**config.mk**
```make
export PLATFORM = sky130hd
export DESIGN_NAME = seg_scan_drv
export DESIGN_NICKNAME = d
export VERILOG_FILES = /design/src/rtl/seg_pkg.sv /design/src/rtl/seg7_dec.sv /design/src/rtl/seg_scan_drv.sv
export SDC_FILE = /design/constraint.sdc
export NUM_CORES = 1
export LEC_CHECK = 0
export CAP_MARGIN = 10
export CORE_MARGIN = 5
export CORE_UTILIZATION = 35
export CTS_CLUSTER_SIZE = 16
export DETAILED_ROUTE_END_ITERATION = 8
export PLACE_DENSITY_LB_ADDON = 0.08
export SYNTH_ARGS = -nofsm -noshare
export SYNTH_HDL_FRONTEND = slang
export SYNTH_SLANG_ARGS = --single-unit
```
**constraint.sdc**
```tcl
create_clock -name clk -period 2.1 [get_ports clk]
set_input_delay 0.63 -clock clk [delete_from_list [all_inputs] [get_ports clk]]
set_output_delay 0.63 -clock clk [all_outputs]
set_load 0.01 [all_outputs]
```
**src/rtl/seg_pkg.sv**
```systemverilog
// seg_pkg: shared code and segment constants for the seven-segment scan driver
package seg_pkg;
    localparam logic [3:0] CODE_MINUS = 4'hA;
    localparam logic [3:0] CODE_BLANK = 4'hF;
    localparam logic [6:0] SEG_BLANK  = 7'b1111111;
    localparam logic [6:0] SEG_MINUS  = 7'b0111111;
    // active-low {g,f,e,d,c,b,a} glyphs, entry n is decimal digit n
    localparam logic [9:0][6:0] SEG_DIGIT = {
        7'b0010000, 7'b0000000, 7'b1111000, 7'b0000010, 7'b0010010,
        7'b0011001, 7'b0110000, 7'b0100100, 7'b1111001, 7'b1000000
    };
endpackage

```
**src/rtl/seg7_dec.sv**
```systemverilog
// seg7_dec: 4-bit display code to active-low seven-segment pattern
module seg7_dec
    import seg_pkg::*;
(
    input  logic [3:0] code,
    output logic [6:0] seg
);
    // digits map to glyphs, minus lights g only, anything else is dark
    always_comb
        seg = (code < 4'd10) ? SEG_DIGIT[code] : (code == CODE_MINUS) ? SEG_MINUS : SEG_BLANK;
endmodule

```
**src/rtl/seg_scan_drv.sv**
```systemverilog
// seg_scan_drv: double-buffered, time-multiplexed seven-segment scan driver
module seg_scan_drv
    import seg_pkg::*;
#(
    parameter int DIGITS = 2,
    parameter int DIV    = 50000,
    parameter bit LZB    = 1'b1
) (
    input  logic                  clk,
    input  logic                  rst_n,
    input  logic [4*DIGITS-1:0]   bcd,
    input  logic [3:0]            bcd_sgn,
    input  logic                  load,
    output logic                  pending,
    output logic                  frame,
    output logic [DIGITS:0]       an,
    output logic [6:0]            seg
);
    localparam int DW = (DIV > 1) ? $clog2(DIV) : 1;
    localparam int SW = (DIGITS > 0) ? $clog2(DIGITS + 1) : 1;
    localparam logic [DIGITS:0] ONE = 1;

    logic [DW-1:0]          div_cnt;
    logic [SW-1:0]          slot;
    logic                   tick, wrap, wrap_q, lead;
    logic [DIGITS-1:0][3:0] sh_dig, dp_dig;
    logic [3:0]             sh_sgn, dp_sgn, code;
    logic [DIGITS-1:0]      blank;
    logic [DIGITS:0][3:0]   slot_code;
    logic [6:0]             seg_d;

    assign tick = div_cnt == DW'(DIV - 1);
    assign wrap = tick && slot == SW'(DIGITS);
    assign code = slot_code[slot];

    // slot dwell divider, slot counter, and frame pulse delayed to line up with an
    always_ff @(posedge clk or negedge rst_n)
        if (!rst_n) begin
            div_cnt <= '0;
            slot    <= '0;
            wrap_q  <= 1'b0;
            frame   <= 1'b0;
        end else begin
            div_cnt <= tick ? '0 : div_cnt + 1'b1;
            slot    <= !tick ? slot : wrap ? '0 : slot + 1'b1;
            wrap_q  <= wrap;
            frame   <= wrap_q;
        end

    // shadow captures on load; display takes the shadow only at frame start so a frame never tears
    always_ff @(posedge clk or negedge rst_n)
        if (!rst_n) begin
            sh_dig  <= {DIGITS{CODE_BLANK}};
            sh_sgn  <= CODE_BLANK;
            dp_dig  <= {DIGITS{CODE_BLANK}};
            dp_sgn  <= CODE_BLANK;
            pending <= 1'b0;
        end else begin
            if (load) begin
                sh_dig <= bcd;
                sh_sgn <= bcd_sgn;
            end
            if (wrap && pending) begin
                dp_dig <= sh_dig;
                dp_sgn <= sh_sgn;
            end
            pending <= load || (pending && !wrap);
        end

    // leading-zero run walked down from the top digit; digit 0 always shows
    always_comb begin
        blank = '0;
        lead  = LZB;
        for (int i = DIGITS - 1; i >= 1; i--) begin
            lead     = lead && dp_dig[i] == 4'h0;
            blank[i] = lead;
        end
        slot_code[DIGITS] = dp_sgn;
        for (int i = 0; i < DIGITS; i++)
            slot_code[i] = blank[i] ? CODE_BLANK : dp_dig[i];
    end

    seg7_dec u_dec (
        .code (code),
        .seg  (seg_d)
    );

    // registered pin drivers, one cycle behind the slot counter
    always_ff @(posedge clk or negedge rst_n)
        if (!rst_n) begin
            an  <= '1;
            seg <= SEG_BLANK;
        end else begin
            an  <= ~(ONE << slot);
            seg <= seg_d;
        end
endmodule

```
## Word level (Yosys, flattened, before mapping)

Memory sizes are Yosys's and may differ from the RTL's.
Cells that the tools add are included.

- Bits in registers: 55
- Bits in read-only memories: 112
- Output and inout port bits: 12
- Memories: 1

- $add $sub $neg: 2
- $lt $le $gt $ge: 3
- Equal/unequal tests: 3
- Shifts and indexed selects: 1
- Muxes and demuxes: 8
- Bitwise operators: 1
- Reduce and logical (&&, ||, !) cells: 6

Memory list:

| name | depth | bits a word | read ports | clocked after Yosys merged registers in | wr ports | line | text |
|---|---|---|---|---|---|---|---|
| (name not given) | 16 | 7 | 1 | 0 | 0 | seg7_dec.sv:10 | `seg = (code < 4'd10) ? SEG_DIGIT[code] : (code == CODE_MINUS) ? SEG_MINUS : SEG_BLANK;` |

Operators with widths:

| operator | count |
|---|---|
| 2-to-1 mux 7 bit | 3 |
| adder 16 x 1 -> 16 bit (second input constant) | 1 |
| == test 16 bit (second input constant) | 1 |
| 2-to-1 mux 16 bit | 1 |
| binary-select mux 4 bit (select 2 bit) | 1 |
| 2-to-1 mux 4 bit | 2 |
| less-than comparator 4 x 5 -> 1 bit (second input constant) | 1 |
| == test 4 bit (second input constant) | 1 |
| zero test 4 bit | 1 |
| less-than comparator 4 bit (second input constant) | 1 |
| logical AND 1 bit | 3 |
| less-than comparator 2 x 3 -> 1 bit (second input constant) | 1 |
| inverter 3 bit | 1 |
| left shift 1 x 2 -> 3 bit (first input constant) | 1 |
| adder 2 x 1 -> 2 bit (second input constant) | 1 |
| == test 2 bit (second input constant) | 1 |
| 2-to-1 mux 2 bit | 1 |
| zero test 1 bit | 1 |
| logical OR 1 bit | 1 |

## Depth between registers and ports, before layout

- Word-level depth: 7
- Depth in mapped cells: 8
- Gate-level depth less buffers: 7

## Hierarchy

A second synthesis with hierarchy kept.

- Cells, all modules: 191
- Area, all modules: 2498.6 sq um

Modules (own cells, without submodules):

| module | instances | cells each | area an instance (sq um) | sequential area each (sq um) |
|---|---|---|---|---|
| seg_scan_drv | 1 | 162 | 2277.2 | 1418.9 |
| seg7_dec | 1 | 29 | 221.5 | 0.0 |

## Least setup slack after synthesis

OpenSTA, ideal clock, no wires.

- Path type: reg-to-reg
- Start: reg div_cnt[0]
- End: reg dp_dig[0] (netlist bit)
- Arrival time: 1727 ps
- Path slack: 290 ps
- Cell stages (with the launch flop): 7
- Period minus slack after synthesis: 1810 ps
- Path through: dfrtp_1 > ha_1 > nand3_1 > and4bb_4 > nor3b_4 > buf_6 > mux2_2

- Word-level cells in the longest chain between the ends: 3

Ends and longest elaborated chain:

| what | line | text |
|---|---|---|
| from (decl) | seg_scan_drv.sv:23 | `logic [DW-1:0] div_cnt;` |
| from (signal assigned) | seg_scan_drv.sv:44 | `div_cnt <= tick ? '0 : div_cnt + 1'b1;` |
| == test 16 bit | seg_scan_drv.sv:32 | `assign tick = div_cnt == DW'(DIV - 1);` |
| logical AND 1 bit | seg_scan_drv.sv:33 | `assign wrap = tick && slot == SW'(DIGITS);` |
| logical AND 1 bit | seg_scan_drv.sv:63 | `if (wrap && pending) begin` |
| to (signal assigned) | seg_scan_drv.sv:55 | `dp_dig <= {DIGITS{CODE_BLANK}};` |
| to (signal assigned) | seg_scan_drv.sv:64 | `dp_dig <= sh_dig;` |
| to (decl) | seg_scan_drv.sv:26 | `logic [DIGITS-1:0][3:0] sh_dig, dp_dig;` |

No other way between the ends.
A chain may end at the register's enable or synchronous reset.

## Worst setup path after layout

- Start: reg seg[1]
- End: out seg[1]

RTL lines:

| what | line | text |
|---|---|---|
| from (decl) | seg_scan_drv.sv:17 | `output logic [6:0] seg` |
| from (signal assigned) | seg_scan_drv.sv:95 | `seg <= seg_d;` |

No word-level cell between the ends.

==> qor.csv <==
metric,value,unit
crit_chain,clkdlybuf4s50_1,
initial_utilization,0.355,
route.met2.wl,2050,µm
fmax,501,MHz
finalHoldViolations,0,
synth_warnings,0,
synthFlopType,dfstp_2,
dp_hpwl,3230,µm
rsz0062_at_grt,false,
worstMarginPinSlew,713,ps
leakagePower,1.17,nW
drt-met1-wl,2080,µm
clk_pin_slew,100,ps
met3_length,173,µm
finalCritPeriodShare,0.950,
maxCapViolations,0,
placementRows,30,
numCtsBuffers,5,
ioPinCount,27,
synth_top_area_cell,dfstp_2,
synth.most_common_cell,dfstp_2,
worstReg2RegEnd,dp_sgn[1],
synth_top_area_share,0.375,
vias_per_cell,4.88,
crit_required,1470,ps
grt_max_degree,38,
wl_per_cell,14.5,µm
dp.cells,293,
layout-drive-gt1-share,0.335,
setup_violations,0,
die_w,92.5,µm
crit_path_top_delay_cell,dfstp_2,
die_area,8560,µm²
grt_usage,0.111,
nets,238,
powerDensity,630,nW/µm²
grt_pass1_wl,7510,µm
holdCritPathClass,primary input to asynchronous set/reset pin,
port_buffers,26,
syn_to_final_growth,19.3,%
ys_top_cells_by_count,"dfstp_2 (34), mux2_2 (24), dfrtp_1 (21), nor2_1 (17), nand2_1 (10)",
grt_overflow_total,0,
crit_end,seg[1],
cp_top_family,flip-flops,
ant_nets,0,
ctsRootBufferMaster,clkbuf_8,
clk_path_buf_depth,2,
path_buf_inv,1,
synth_area_per_cell,12.7,µm²
synth-seq-cells,55,
drt_iter0_markers,49,
endpoint_kind,output pin,
yosysUniqueCellTypes,34,
outcome,finished clean,
rrSetupSlack,170,ps
synth-edff-count,0,
cp-start-kind,register,
arrival,1370,ps
critPathLaunch,seg[1],
top_layer,met4,
h-tree-depth,2,
ir_worst_vdd,0.000310,V
syn_area,2380,µm²
reg2reg_from,div_cnt[0],
grt_pass1_vias,1545,
synthArstFlopShare,1.00,
vias,1470,
die_h,92.5,µm
postCtsSetupBuffers,0,
syn_nets,206,
gp_congestion,0.713,
netlist_instances,188,
seq_area_frac_synth,0.596,
cts_sinks,55,
critPathKind,register to output pin,
final_cells,301,
critPathMaxFanout,1,
cts_tree,yes,
clock_latency,300,ps
antenna_found_initial,0,
slowest_delay,530,ps
r2r_cells,6,
worst-path-stages,1,
period_minus_slack,2000,ps
postLayoutCoreUtil,0.423,
coreArea,6720,µm²
synth.area.top_cells,"dfstp_2 (38%), dfrtp_1 (22%), mux2_2 (11%)",
maxSlewViolCount,0,
diodes,0,
slew_headroom,0.522,
drc,0,
routed_wl,4370,µm
drt-pass1-iter-count,4,
clock-skew-final,8.21,ps
tns,0,ps
kinds of logic (layout without fill, tap and decap cells):
kind of cell,after synthesis,count (layout),share of synthesized area
AOI/OAI and AO/OA,19,19,0.0515
buffers and inverters,14,47,0.0263
and+or+nand+nor,52,52,0.117
muxes,31,31,0.143
adders and majority gates,3,3,0.0158
DFF,55,55,0.596
xor gates and xnor gates,14,14,0.0515
state kept, by name, summed over array words and instances, names as in the netlist:
register	cells
wrap_q	1
seg	7
dp_dig	8
frame	1
div_cnt	16
dp_sgn	4
slot	2
pending	1
sh_dig	8
an	3
sh_sgn	4
repair_timing:
item	4_1_cts	5_1_grt
endpoints found under the setup margin	0	6
gates resized for setup	0	1
hold buffers	0	0
power by group:
part           switching (mW)  internal (mW)
combinational          0.0342         0.0474
sequential             0.0116           1.10
clock                   0.328          0.267
worst register-to-register path: stages (launching register included):
cell,delay [ps]
dfrtp_1,370
ha_1,230
nand3_1,160
and4bb_4,340
nor3b_4,170
buf_4,230
mux2_2,360
metal layers:
metal,vias up,track usage
met2,28,0.173
met3,6,0.0260
met1,725,0.150
met5,-,0
li1,711,-
met4,0,0.0384
how the worst min path moves through the flow:
stage / to / slack, ps / cells after the start
3_5_place_dp: frame / 350 / 0
2_1_floorplan: div_cnt[0] / 330 / 0
5_1_grt: slot[0] / 280 / 1
3_3_place_gp: frame / 340 / 0
6_report: slot[0] / 260 / 1
4_1_cts: slot[0] / 260 / 1
per-stage QoR:
stage | total power, mW | worst slack [ps] | area (µm²) | hold WS [ps]
2_1_floorplan | 1.15 | 290 | 2380 | 331
3_3_place_gp | 1.21 | 196 | 2750 | 342
3_5_place_dp | 1.22 | 130 | 2750 | 350
4_1_cts | 1.83 | 83.9 | 2840 | 262
5_1_grt | 1.88 | 39.5 | 2840 | 285
6_report | 1.79 | 105 | 2840 | 258
cells in the final DEF (no fill, tap or decap):
master            n
clkbuf_1          1
nor4_1            1
a22oi_1           1
o21ai_0           7
dfstp_2          34
buf_4             3
o2bb2ai_1         1
buf_2             1
and2_1            1
nor2_1           17
dfrtp_1          21
buf_12            1
o32a_1            1
xor2_1            6
clkdlybuf4s50_1  25
nor2b_1           2
o22a_1            1
clkinv_2          1
clkbuf_8          6
nand3_1           4
and4bb_4          1
inv_1             9
a21oi_1           2
and4_1            1
nand2_1          10
ha_1              3
nor3b_4           1
o21ai_1           1
nand4_1           5
nor3_1            7
mux2_2           24
o21a_1            2
nor4b_2           1
o21bai_1          1
mux2i_1           7
o211ai_1          2
xnor2_1           8
or2_2             1
cell type report:
type | instances | area [µm²]
inverter | 9 | 33.8
clock inverter | 1 | 5.00
timing repair buffer | 30 | 298
sequential | 55 | 1420
multi-input combinational | 119 | 901
clock buffer | 7 | 86.3
tap | 80 | 100
fill | 626 | 3880
Power figures use the tool's default switching activity.
